**config.mk**
```make
export PLATFORM = sky130hd
export DESIGN_NAME = noc_vc_packet_scheduler
export DESIGN_NICKNAME = d
export VERILOG_FILES = /design/src/rtl/noc_vc_packet_scheduler.sv
export SDC_FILE = /design/constraint.sdc
export NUM_CORES = 1
export LEC_CHECK = 0
export ABC_AREA = 1
export CAP_MARGIN = 20
export CORE_ASPECT_RATIO = 1.25
export CORE_MARGIN = 2
export CORE_UTILIZATION = 38
export DETAILED_ROUTE_END_ITERATION = 16
export PLACE_DENSITY = 0.95
export SLEW_MARGIN = 20
export SYNTH_ARGS = -nofsm -noshare
export SYNTH_HDL_FRONTEND = slang
export SYNTH_SLANG_ARGS = --single-unit
```
**constraint.sdc**
```tcl
create_clock -name noc_clk -period 2.6 [get_ports noc_clk]
set_clock_uncertainty 0.1 [all_clocks]
set_input_delay 0.65 -clock noc_clk [delete_from_list [all_inputs] [get_ports noc_clk]]
set_output_delay 0.65 -clock noc_clk [all_outputs]
set_load 0.1 [all_outputs]
```
**src/rtl/noc_vc_packet_scheduler.sv**
```systemverilog
// Packet-granular round-robin arbiter sharing one NoC output link among NUM_REQ
// requesters; each packet is locked to one free virtual channel from header to tail.
`ifndef Noc_Data_Width
`define Noc_Data_Width 32
`endif

module noc_vc_packet_scheduler #(
  parameter int NUM_REQ = 4,
  parameter int NUM_VC  = 2,
  parameter int DATA_W  = `Noc_Data_Width
) (
  input  logic                      noc_clk,
  input  logic                      noc_rst,
  input  logic [NUM_REQ-1:0]        req_valid,
  output logic [NUM_REQ-1:0]        req_ready,
  input  logic [NUM_REQ*DATA_W-1:0] req_flit,
  input  logic [NUM_REQ-1:0]        req_is_header,
  input  logic [NUM_REQ-1:0]        req_is_tail,
  output logic [NUM_VC-1:0]         out_valid,
  input  logic [NUM_VC-1:0]         out_ready,
  input  logic [NUM_VC-1:0]         out_vc_ready,
  output logic [DATA_W-1:0]         out_flit,
  output logic                      out_is_header,
  output logic                      out_is_tail,
  output logic                      busy,
  output logic [2:0]                cur_req,
  output logic [1:0]                cur_vc,
  output logic [15:0]               pkt_count,
  output logic                      proto_err
);

  localparam int RW = (NUM_REQ > 1) ? $clog2(NUM_REQ) : 1;
  localparam int VW = (NUM_VC > 1) ? $clog2(NUM_VC) : 1;

  typedef enum logic {S_IDLE, S_XFER} state_t;

  state_t            state_q, state_d;
  logic [RW-1:0]     req_ptr_q, cur_req_q, grant_req;
  logic [VW-1:0]     vc_ptr_q, cur_vc_q, grant_vc;
  logic              found_req, found_vc;
  logic [NUM_REQ-1:0] req_elig;
  logic              fire, tail_fire, bad_req;
  logic [DATA_W-1:0] flit_arr [NUM_REQ];

  always_comb begin
    for (int i = 0; i < NUM_REQ; i++) begin
      flit_arr[i] = req_flit[i*DATA_W +: DATA_W];
    end
  end

  assign req_elig = req_valid & req_is_header;
  assign bad_req  = |(req_valid & ~req_is_header);

  // Requester search starts at req_ptr and wraps; the first eligible index wins.
  always_comb begin : p_req_arb
    logic [RW-1:0] idx;
    // NOTE: every variable written in a combinational block gets a default first,
    // otherwise paths that skip an assignment infer a latch.
    idx       = '0;
    found_req = 1'b0;
    grant_req = '0;
    for (int k = 0; k < NUM_REQ; k++) begin
      idx = RW'((int'(req_ptr_q) + k) % NUM_REQ);
      if (!found_req && req_elig[idx]) begin
        found_req = 1'b1;
        grant_req = idx;
      end
    end
  end

  always_comb begin : p_vc_arb
    logic [VW-1:0] idx;
    idx      = '0;
    found_vc = 1'b0;
    grant_vc = '0;
    for (int k = 0; k < NUM_VC; k++) begin
      idx = VW'((int'(vc_ptr_q) + k) % NUM_VC);
      if (!found_vc && out_vc_ready[idx]) begin
        found_vc = 1'b1;
        grant_vc = idx;
      end
    end
  end

  assign fire      = (state_q == S_XFER) && req_valid[cur_req_q] && out_ready[cur_vc_q];
  assign tail_fire = fire && req_is_tail[cur_req_q];

  always_comb begin
    state_d = state_q;
    case (state_q)
      S_IDLE:  if (found_req && found_vc) state_d = S_XFER;
      S_XFER:  if (tail_fire) state_d = S_IDLE;
      default: state_d = S_IDLE;
    endcase
  end

  // Path outputs are gated by state only: a held-but-invalid flit still drives data.
  always_comb begin
    out_valid     = '0;
    req_ready     = '0;
    out_flit      = '0;
    out_is_header = 1'b0;
    out_is_tail   = 1'b0;
    if (state_q == S_XFER) begin
      out_valid[cur_vc_q]  = req_valid[cur_req_q];
      req_ready[cur_req_q] = out_ready[cur_vc_q];
      out_flit             = flit_arr[cur_req_q];
      out_is_header        = req_is_header[cur_req_q];
      out_is_tail          = req_is_tail[cur_req_q];
    end
  end

  // NOTE: sequential state uses non-blocking assignments so every register samples
  // pre-edge values regardless of statement order.
  always_ff @(posedge noc_clk) begin
    if (noc_rst) begin
      state_q   <= S_IDLE;
      req_ptr_q <= '0;
      vc_ptr_q  <= '0;
      cur_req_q <= '0;
      cur_vc_q  <= '0;
      pkt_count <= '0;
      proto_err <= 1'b0;
    end else begin
      state_q <= state_d;
      if (state_q == S_IDLE) begin
        if (bad_req) proto_err <= 1'b1;
        if (found_req && found_vc) begin
          cur_req_q <= grant_req;
          cur_vc_q  <= grant_vc;
        end
      end
      if (tail_fire) begin
        req_ptr_q <= RW'((int'(cur_req_q) + 1) % NUM_REQ);
        vc_ptr_q  <= VW'((int'(cur_vc_q) + 1) % NUM_VC);
        pkt_count <= pkt_count + 16'd1;
      end
    end
  end

  assign busy    = (state_q == S_XFER);
  assign cur_req = 3'(cur_req_q);
  assign cur_vc  = 2'(cur_vc_q);

endmodule

```
# Yosys cells after proc, flatten, opt, wreduce, memory -nomap -nowiden
# Index checks and enable logic that the tools add are counted.
# totals
register_bits	24
in_bits	146
out_inout_bits	63
word_cells	96
# op_classes
addsub	7
n_lt_le_gt_ge	11
mux	47
bitwise_logic	7
n_reduce_logical	17
# ops
cell	n
$mux W32	3
$bmux W32 S2	1
$mux W1	27
$add A16 B1 Y16 const B	1
$lt A2 B3 Y1 const B	5
$bmux W1 S2	7
$and A4 B4 Y4	3
$logic_and A1 B1 Y1	10
$mux W2	5
$lt A1 B2 Y1 const B	3
$add A2 B1 Y2 const B	2
$add A2 B2 Y2 const B	2
$logic_not A1 Y1	4
$mux W4	1
$not A4 Y4	1
$reduce_and A2 Y1	2
$reduce_or A4 Y1	1
$ge A3 B3 Y1 const B	1
$not A2 Y3	1
$add A1 B1 Y1 const B	2
$and A2 B2 Y2	1
$demux W1 S2	1
$ge A2 B1 Y1 const B	1
$pmux W1 S2	1
3 further kinds	3

# Logic depth before layout (Yosys ltp)
# logic_depth
word_depth	16
depth_mapped	12
mapped_depth_nobuf	10

# Least setup slack after synthesis
# Ideal clock, no wire load.
# synth_path
path_kind	register to output
start	register cur_req_q[1]
end	output out_flit[23]
arrival_time_ns	3.277
t_required_ns	1.850
path_slack_ns	-1.427
stages_incl_launch_ff	7
n_path_buf	2
cell_sequence	dfxtp_1 > buf_2 > inv_2 > clkbuf_1 > nor2_1 > o21ai_0 > a21oi_1
# synth_between
elab_chain_len	5
# synth_lines
element	line	rtl
start: declaration	38	logic [RW-1:0] req_ptr_q, cur_req_q, grant_req;
start signal: assignment	129	cur_req_q <= grant_req;
$not A2 Y3 (implied by the code)	107	out_flit = flit_arr[cur_req_q];
$bmux W32 S2	107	
$mux W32 (implied by the code) (2 in a row)	107	
$mux W32	104	if (state_q == S_XFER) begin
end: declaration	22	output logic [DATA_W-1:0] out_flit,
# Every way passes these cells. The select of a mux whose other input is x is not followed.

# Final worst setup path
# layout_path
start	input req_flit[18]
end	output out_flit[18]
# layout_between
elab_chain_len	4
# layout_lines
element	line	rtl
start: declaration	16	input logic [NUM_REQ*DATA_W-1:0] req_flit,
$bmux W32 S2	107	
$mux W32 (implied by the code) (2 in a row)	107	
$mux W32	104	
# Every way passes these cells. The select of a mux whose other input is x is not followed.

==> results.json <==
{
  "synthTopCellsByCount": "nor2_1, nand2_1, o21ai_0",
  "p_leak_nw": 2.32,
  "drtIter0Drc": 268,
  "critical_path_class": "in2out",
  "place_hpwl_um": 11900,
  "pre_cts_slack_ns": -0.115,
  "wire_per_inst_um": 18.4,
  "drt_first_pass_iters": 7,
  "drv_slew": 0,
  "synthToLayoutAreaGrowth_pct": 109,
  "core-area_mm2": 0.00731,
  "r2r_setup_slack_ns": 0.29,
  "status": "finished, final reports clean",
  "layout_min_cycle_time_ns": 2.59,
  "finalSetupViolCount": 0,
  "power.density_mw_per_mm2": 604,
  "min_from": "proto_err",
  "cp.required_ns": 1.85,
  "syn_avg_cell_area_um2": 5.33,
  "slew_headroom_pct": 66.6,
  "cp_slowest_cell": "clkdlybuf4s50_1",
  "ant_nets": 0,
  "grt_max_degree": 48,
  "period_share_pct": 99.6,
  "num_rows": 35,
  "finalInstanceArea_mm2": 0.00595,
  "numCtsBuffers": 3,
  "seq_area_frac_synth_pct": 16.8,
  "crit_family": "buffers and inverters",
  "worstSetupStartpoint": "req_flit[18]",
  "grt_overflow_total": 0,
  "crit_end": "out_flit[18]",
  "layout.nets": 885,
  "synthCells": 536,
  "worstSetupEndpointType": "output port",
  "htree_levels": 1,
  "cp_num_cells": 6,
  "drc": 0,
  "yosysTopAreaCell": "nor2_1",
  "rsz0062_at_grt": "true",
  "max_cap_viol_count": 0,
  "slowest_delay_ns": 0.48,
  "ys_types": 31,
  "max_freq_mhz": 386,
  "path_cells": "clkdlybuf4s50_1, nor2_1, nor2_1, o21ai_2, a21oi_4, buf_12",
  "yosys_most_used_dff": "dfxtp_1",
  "dpl-instance-area_mm2": 0.00589,
  "synth_edf_count": 0,
  "regToRegEndpoint": "pkt_count[12]",
  "hold_viol": 0,
  "via_per_inst": 5.59,
  "initial_utilization_pct": 39.0,
  "path_clk_slew_ns": 0.08,
  "startpoint_type": "input port",
  "port-buffer-count": 206,
  "yosys-top-cells-area": "nor2_1, dfxtp_1, o21ai_0",
  "yosysTopAreaCellShare_pct": 20.4,
  "die_x_um": 81.5,
  "wl_um": 15200,
  "ys_warn_count": 0,
  "ys_seq_elements": 24,
  "hold_class": "reg2reg",
  "drive_gt1_share_pct": 20.7,
  "cp_common_cell": "nor2_1",
  "die-area_mm2": 0.00823,
  "finalPower_w": 0.00360,
  "reg2reg_depth": 10,
  "root_buffer": "clkbuf_8",
  "grt_pass1_wl_um": 22800,
  "clk_latency_ns": 0.27,
  "clk_path_buf_depth": 2,
  "syn_area_mm2": 0.00286,
  "cp_max_fo": 1,
  "cts_tree": "yes",
  "yosysMostFrequentCell": "nor2_1",
  "arrival_ns": 1.84,
  "cts_sinks": 24,
  "reg2reg_from": "cur_req_q[1]",
  "track_usage_pct": 35.6,
  "worstMarginPinSlew_ns": 0.498,
  "die_h_um": 101,
  "synthArstFlopShare_pct": 0,
  "timing.setup.tns_ns": 0,
  "pin_count": 209,
  "num_vias": 4609,
  "antenna_found_initial": 0,
  "n_antenna_cell": 0,
  "place.gp.congestion": 0.960,
  "setup_ws_ns": 0.00958,
  "peakVddDrop_v": 0.000470,
  "path_buf_inv": 2,
  "grt_pass1_vias": 4490
}
==> logic make-up after synthesis <==
family                   synth area share, %
XOR/XNOR                                3.68
other                                  0.131
flip-flops                              16.8
buffers and inverters                   10.9
AND/OR/NAND/NOR                         42.1
adder cells (fa/ha/maj)                 2.19
AO/OA/AOI/OAI                           24.2
==> per-layer routing <==
| layer | up-vias | wire length (µm) | share of wire [%] | global-route usage, % |
|---|---|---|---|---|
| met5 | - | 0 | 0 | 2.67 |
| li1 | 2127 | - | - | - |
| met4 | 0 | 982 | 6.5 | 21.5 |
| met3 | 87 | 2040 | 13 | 15.4 |
| met2 | 332 | 7420 | 49 | 60.4 |
| met1 | 2063 | 4760 | 31 | 35.0 |
==> cell type report <==
class,count,area (µm²)
tap,92,115
inverter,31,129
sequential,24,492
fill,417,1360
clock buffer,4,45.0
timing repair buffer,228,2680
multi-input combinational,446,2500
==> worst min-delay path: cells and delay by family, from the launching register on <==
| kind | cells | cell delay, ns |
|---|---|---|
| flip-flops | 1 | 0.32 |
| buffers and inverters | 1 | 0.04 |
| AO/OA/AOI/OAI | 1 | 0.05 |
==> stage by stage <==
stage	hold WS, ns	cells	util, %
after floorplan	0.329	537	-
after global placement	0.341	820	80.5
after detailed placement	0.352	820	80.5
after CTS	0.364	825	81.2
after global routing	0.382	825	81.4
final	0.359	825	81.4
==> worst min path at each step <==
| stage | end | depth (start not counted) | slack [ns] |
|---|---|---|---|
| floorplan | vc_ptr_q | 2 | 0.33 |
| global placement | vc_ptr_q | 2 | 0.34 |
| detailed placement | proto_err | 2 | 0.35 |
| CTS | proto_err | 2 | 0.36 |
| global route | proto_err | 2 | 0.38 |
| finish | proto_err | 2 | 0.36 |
==> report_power, final <==
part	switching [W]	internal [W]	total (W)
combinational	0.00190	0.00104	0.00294
sequential	0.0000347	0.000392	0.000426
clock	0.000119	0.000110	0.000229
==> placed cells by master, fill, tap and decap left out, types with 4 or more instances in the layout <==
cell type / Yosys / routed
a21oi_1: 53 / 19
xnor2_1: 5 / 5
a21oi_2: 3 / 4
nor2_4: 1 / 7
o21ai_1: 0 / 30
dlygate4sd2_1: 0 / 5
xor2_1: 7 / 7
nand4_1: 4 / 4
buf_12: 0 / 48
nor2_1: 155 / 149
a21oi_4: 0 / 33
o21ai_0: 73 / 41
inv_1: 27 / 25
nand3_1: 26 / 26
nor3_1: 7 / 7
nand2_1: 93 / 92
buf_4: 6 / 34
clkdlybuf4s50_1: 0 / 139
ha_1: 5 / 5
dfxtp_1: 24 / 21
==> state kept, by name (all words and copies together), names as in the netlist <==
register	cells
busy	1
cur_req_q	2
req_ptr_q	2
pkt_count	16
cur_vc_q	1
proto_err	1
vc_ptr_q	1
==> timing repair <==
item / 4_1_cts / 5_1_grt
pin swaps: 2 / 1
hold buffers: 0 / 0
resized for setup: 11 / 18
endpoints found under the setup margin: 5 / 21
buffers inserted: 1 / 0
No activity file was read; power rests on OpenSTA's default activity.
